<file path="config.mk">
export PLATFORM = sky130hd
export DESIGN_NAME = raster_scheduler
export DESIGN_NICKNAME = d
export VERILOG_FILES = /design/src/rtl/raster_scheduler.sv
export SDC_FILE = /design/constraint.sdc
export NUM_CORES = 1
export LEC_CHECK = 0
export ABC_AREA = 1
export CAP_MARGIN = 30
export CORE_UTILIZATION = 55
export CTS_CLUSTER_SIZE = 10
export DETAILED_ROUTE_END_ITERATION = 8
export DONT_BUFFER_PORTS = 1
export PLACE_DENSITY = 0.68
export SYNTH_ARGS = -nofsm -noshare
export SYNTH_HDL_FRONTEND = slang
export SYNTH_SLANG_ARGS = --single-unit
</file>
<file path="constraint.sdc">
create_clock -name clock -period 5.1 [get_ports clock]
set_clock_uncertainty 0.15 [all_clocks]
set_input_delay 1.02 -clock clock [delete_from_list [all_inputs] [get_ports clock]]
set_output_delay 1.02 -clock clock [all_outputs]
set_load 0.02 [all_outputs]
</file>
<file path="src/rtl/raster_scheduler.sv">
// Raster lane scheduler: hands object tasks to N_RAST stripe rasterizers one at a time and
// funnels each lane's pixel writes through a capture slot onto one framebuffer write port.
package raster_scheduler_pkg;

    typedef struct packed {
        logic [7:0]  id;
        logic [11:0] x_min;
        logic [11:0] x_max;
        logic [11:0] y_min;
        logic [11:0] y_max;
        logic [7:0]  shade;
    } object_t;

    typedef struct packed {
        logic [11:0] x;
        logic [11:0] y;
        logic [23:0] color;
    } pixel_info_t;

endpackage

module raster_scheduler
    import raster_scheduler_pkg::*;
#(
    parameter int N_RAST = 4,
    parameter int CNT_W  = 16
) (
    input  logic                     clock,
    input  logic                     reset,
    input  object_t                  task_in,
    input  logic                     task_valid,
    output logic                     task_ready,
    output object_t                  task_out,
    output logic                     next_task,
    input  logic [N_RAST-1:0]        lane_task_complete,
    input  pixel_info_t [N_RAST-1:0] lane_pixel,
    input  logic [N_RAST-1:0]        lane_write,
    output logic [N_RAST-1:0]        lane_written,
    output pixel_info_t              fb_pixel,
    output logic                     fb_valid,
    input  logic                     fb_ready,
    output logic [CNT_W-1:0]         tasks_done,
    output logic                     overflow
);

    localparam int IDX_W = (N_RAST > 1) ? $clog2(N_RAST) : 1;

    typedef enum logic [1:0] {IDLE, LOAD, START, RUN} state_t;

    state_t            state;
    state_t            state_next;
    logic [N_RAST-1:0] seen_busy;
    logic [N_RAST-1:0] lane_write_q;
    logic [N_RAST-1:0] write_edge;
    logic [N_RAST-1:0] slot_full;
    logic [N_RAST-1:0] lanes_done;
    pixel_info_t       slot [N_RAST];
    logic [IDX_W-1:0]  rr;
    logic [IDX_W-1:0]  grant_idx;
    logic              grant_valid;
    logic              out_free;
    logic              run_exit;

    assign write_edge   = lane_write & ~lane_write_q;
    assign lanes_done   = seen_busy & lane_task_complete;
    assign lane_written = ~slot_full;
    assign out_free     = ~fb_valid | fb_ready;

    // A task is only retired once every pixel it produced has left the block.
    assign run_exit = (&lanes_done) && (slot_full == '0) && !fb_valid && (write_edge == '0);

    // NOTE: sequential state uses non-blocking assignments so every register samples pre-edge values.
    always_ff @(posedge clock or negedge reset) begin
        if (!reset) begin
            state <= IDLE;
        end else begin
            state <= state_next;
        end
    end

    always_comb begin
        // NOTE: every output gets a default first so no path through the case infers a latch.
        state_next = state;
        task_ready = 1'b0;
        next_task  = 1'b0;
        case (state)
            IDLE: begin
                if (task_valid) begin
                    state_next = LOAD;
                end
            end
            LOAD: begin
                task_ready = 1'b1;
                state_next = START;
            end
            START: begin
                next_task  = 1'b1;
                state_next = RUN;
            end
            RUN: begin
                if (run_exit) begin
                    state_next = IDLE;
                end
            end
            default: state_next = IDLE;
        endcase
    end

    // A lane must be seen busy during this task before its complete flag counts.
    always_ff @(posedge clock or negedge reset) begin
        if (!reset) begin
            task_out   <= '0;
            seen_busy  <= '0;
            tasks_done <= '0;
        end else begin
            if (state == LOAD) begin
                task_out <= task_in;
            end
            if (state == START) begin
                seen_busy <= '0;
            end else if (state == RUN) begin
                seen_busy <= seen_busy | ~lane_task_complete;
            end
            if ((state == RUN) && run_exit) begin
                tasks_done <= tasks_done + CNT_W'(1);
            end
        end
    end

    always_comb begin : arbiter
        logic [IDX_W:0] cand;
        cand        = '0;
        grant_valid = 1'b0;
        grant_idx   = rr;
        for (int k = 1; k <= N_RAST; k++) begin
            cand = {1'b0, rr} + (IDX_W+1)'(k);
            if (cand >= (IDX_W+1)'(N_RAST)) begin
                cand = cand - (IDX_W+1)'(N_RAST);
            end
            if (!grant_valid && slot_full[cand[IDX_W-1:0]]) begin
                grant_valid = 1'b1;
                grant_idx   = cand[IDX_W-1:0];
            end
        end
    end

    always_ff @(posedge clock or negedge reset) begin
        if (!reset) begin
            lane_write_q <= '0;
            slot_full    <= '0;
            overflow     <= 1'b0;
            fb_valid     <= 1'b0;
            fb_pixel     <= '0;
            rr           <= IDX_W'(N_RAST - 1);
        end else begin
            lane_write_q <= lane_write;
            for (int i = 0; i < N_RAST; i++) begin
                if (write_edge[i] && slot_full[i]) begin
                    overflow <= 1'b1;
                end
                // Capture needs an empty slot and grant a full one, so they never collide.
                if (write_edge[i] && !slot_full[i]) begin
                    slot_full[i] <= 1'b1;
                end else if (out_free && grant_valid && (grant_idx == IDX_W'(i))) begin
                    slot_full[i] <= 1'b0;
                end
            end
            if (out_free) begin
                if (grant_valid) begin
                    fb_pixel <= slot[grant_idx];
                    fb_valid <= 1'b1;
                    rr       <= grant_idx;
                end else begin
                    fb_valid <= 1'b0;
                end
            end
        end
    end

    // NOTE: slot payloads are only meaningful while slot_full is set, so they carry no reset.
    always_ff @(posedge clock) begin
        for (int i = 0; i < N_RAST; i++) begin
            if (write_edge[i] && !slot_full[i]) begin
                slot[i] <= lane_pixel[i];
            end
        end
    end

endmodule
</file>
==> summary.txt <==
Outcome
  • Status: completed

Synth
  • Synth unique cells: 33
  • Warnings from Yosys: 0
  • Synth Register Bits: 338
  • Mapped Area: 0.0136 sq mm
  • Post-synth top area cell: edfxtp_1
  • Top-area cell type share of the netlist area: 42.3%
  • Synth Net Count: 1426
  • Register area share after synthesis: 69.1%
  • Synthesized area per cell: 11.8 sq um
  • Cells after Synth: 1153
  • Top cells by area, synth: edfxtp_1 (42%), dfrtp_1 (26%), nand2_1 (7.1%)

Worst setup path
  • Critical path data required time: 5.36 ns
  • Worst R2R Path Depth: 13
  • CP endpoint kind: register
  • Crit path DAT: 3.39 ns
  • RR Endpoint: fb_pixel[35]$_DFFE_PN0P_
  • Reg-to-reg slack, setup: 1.97 ns
  • Worst reg2reg path startpoint: rr[0]$_DFFE_PN1P_
  • Critical Path Fanout Max: 77
  • Startpoint Class: register
  • Critical Setup Path Class: reg2reg

Power and ir drop
  • Power per cell area: 773 mW/mm^2
  • Peak VDD IR: 0.560 mV
  • LEAKAGE: 6.15 nW

Timing
  • Setup_tns: 0 ns
  • Slew HR: 43.0%
  • Final Max Tran Viols: 0
  • RSZ-0062 raised after global routing: no
  • Hold Slack: 0.0524 ns
  • Worst Tran Pin Value: 0.856 ns
  • Final setup fails: 0
  • Max frequency: 319 MHz
  • Final worst-path cycle share: 61.4%
  • Tmin final: 3.13 ns
  • Endpoints failing hold: 0

Global routing
  • First-pass GRT wire length: 48.9 mm
  • Vias in the first global route: 8171
  • Gr usage total: 25.6%
  • Global route total overflow: 0
  • Initial antenna violation count: 16
  • Largest net degree at the start of global routing: 147

Detailed routing
  • Routed Antenna Nets: 0
  • DR vias: 8416
  • Initial DRT Pass Iterations: 7
  • Via/cell ratio: 5.54
  • DR iter-0 viols: 759
  • Drt drc: 0
  • DRT Wirelength: 32.3 mm
  • Wire per inst: 21.3 um

Die
  • Starting Density: 56.1%
  • Rows: 57
  • Die Y: 159 um
  • Placeable Area: 0.0243 sq mm
  • Die W: 159 um
  • Num ports: 404
  • Die area: 0.0254 sq mm

CTS
  • CTS root buffer: clkbuf_16
  • Setup Fix Bufs, Post-CTS: 0
  • Clock Latency Late Sink: 0.52 ns
  • H-tree depth: 2
  • Longest Clk Path Bufs: 3
  • Post-CTS sizing: 0
  • TritonCTS Buffers: 40
  • Clock-pin slew on the worst setup and hold paths: 0.05 ns
  • TritonCTS clock tree: done
  • CTS sink cnt: 338
  • Hold buffers post-CTS: 0

Finish
  • Most common cell after layout, fill and taps aside: nand2_1
  • Final Net Count: 1430
  • Most frequent cells in the layout: nand2_1 (258), edfxtp_1 (192), nand3_1 (179), dfrtp_1 (144), nor2_1 (96)
  • Filler Cells Inserted: 1897
  • Share of layout cells above drive strength 1: 14.8%
  • Synthesis-to-finish area growth: 10.7%

Worst hold path
  • Hold Path Class: in2async

Place
  • Port bufs: 0
  • Placed wire-length estimate: 21.7 mm
  • GP Congestion: 0.866

Run
  • Maxcap violations: 0
## per-stage QoR
| stage | total power [mW] | utilization (%) | area [sq um] | cells | setup slack (ns) |
|---|---|---|---|---|---|
| after global routing | 12.4 | 62.1 | 15100 | 1519 | 1.68 |
| after floorplan | 8.23 | - | 13600 | 1153 | 0.0732 |
| after global placement | 9.08 | 57.0 | 13900 | 1436 | 2.06 |
| final | 11.7 | 62.1 | 15100 | 1519 | 1.97 |
| after detailed placement | 9.24 | 57.2 | 13900 | 1439 | 2.00 |
| after CTS | 11.8 | 62.0 | 15100 | 1510 | 1.97 |
## final cells by class
cell class                      instances  area, sq um  area share [%]
Clock inverter                          3         26.3           0.174
Multi-Input combinational cell        705         3750            24.8
Clock buffer                           68         1130            7.47
Timing Repair Buffer                   13          126           0.837
Sequential cell                       338         9420            62.4
Tap cell                              324          405            2.69
Antenna cell                            9         22.5           0.149
Inverter                               59          221            1.47
## synthesized netlist by cell type (all sizes together)
master / number
a211oi: 1
a21oi: 2
buf: 37
clkbuf: 14
dfrtp: 144
dfstp: 2
edfxtp: 192
ha: 5
inv: 59
mux2: 64
nand2: 270
nand3: 182
nand4: 8
nor2: 103
nor3: 14
nor3b: 1
nor4: 2
o21ai: 9
o21bai: 4
o221ai: 1
or2: 24
xnor2: 3
xor2: 12
## sequential cells by signal (all words and copies together) (netlist names), 4 cells and up
register,count
slot_full,4
tasks_done,16
fb_pixel,48
slot,192
task_out,64
lane_write_q,4
seen_busy,4
## where the power goes
| group | internal, mW | switching [mW] | leakage (nW) |
|---|---|---|---|
| Clock | 1.50 | 1.02 | 0.550 |
| Combinational | 1.46 | 2.98 | 2.12 |
| Sequential | 3.65 | 1.06 | 3.48 |
| Total | 6.61 | 5.06 | 6.15 |
## worst max-delay path by stage
| stage | from | depth (start not counted) | endpoint |
|---|---|---|---|
| finish | rr[0]$_DFFE_PN1P_ | 13 | fb_pixel[35]$_DFFE_PN0P_ |
| global route | rr[0]$_DFFE_PN1P_ | 13 | fb_pixel[6]$_DFFE_PN0P_ |
| CTS | rr[0]$_DFFE_PN1P_ | 13 | fb_pixel[35]$_DFFE_PN0P_ |
| detailed placement | rr[0]$_DFFE_PN1P_ | 13 | fb_pixel[1]$_DFFE_PN0P_ |
| global placement | rr[0]$_DFFE_PN1P_ | 13 | fb_pixel[39]$_DFFE_PN0P_ |
| floorplan | lane_write[3] | 2 | slot[3][0]$_DFFE_PP_ |
## kinds of logic (layout without fill, tap and decap cells)
logic type               Yosys count  after routing  synth area share (%)
AO/OA/AOI/OAI                     17             17                 0.771
XOR/XNOR                          15             15                 0.964
adder cells (fa/ha/maj)            5              5                 0.459
buffers and inverters            110            143                  3.74
flip-flops                       338            338                  69.1
multiplexers                      64             64                  5.29
other                              0              9                     0
AND/OR/NAND/NOR                  604            604                  19.7
## worst max-delay path: stages (launching register included)
cell     delay, ns
dfstp_2       0.67
inv_2         0.14
nand2_1       0.08
nand2_1       0.08
nand2_2       0.13
nand2_4       0.08
inv_2         0.05
nand3_2       0.09
nand2_2       0.43
nand2_4       0.57
nand2_1       0.20
nand2_1       0.07
nor2_1        0.14
nor2_1        0.06
## layer usage
metal  part of all wire [%]  GRT usage, %  vias to the layer above  wire length [um]
li1                       -             -                     3934                 -
met1                     37          29.8                     3987             11800
met2                     51          44.0                      400             16300
met3                    9.1          8.21                       87              2920
met4                    3.6          9.92                        8              1150
met5                   0.18             0                        -                58
(Power assumes the default switching activity.)
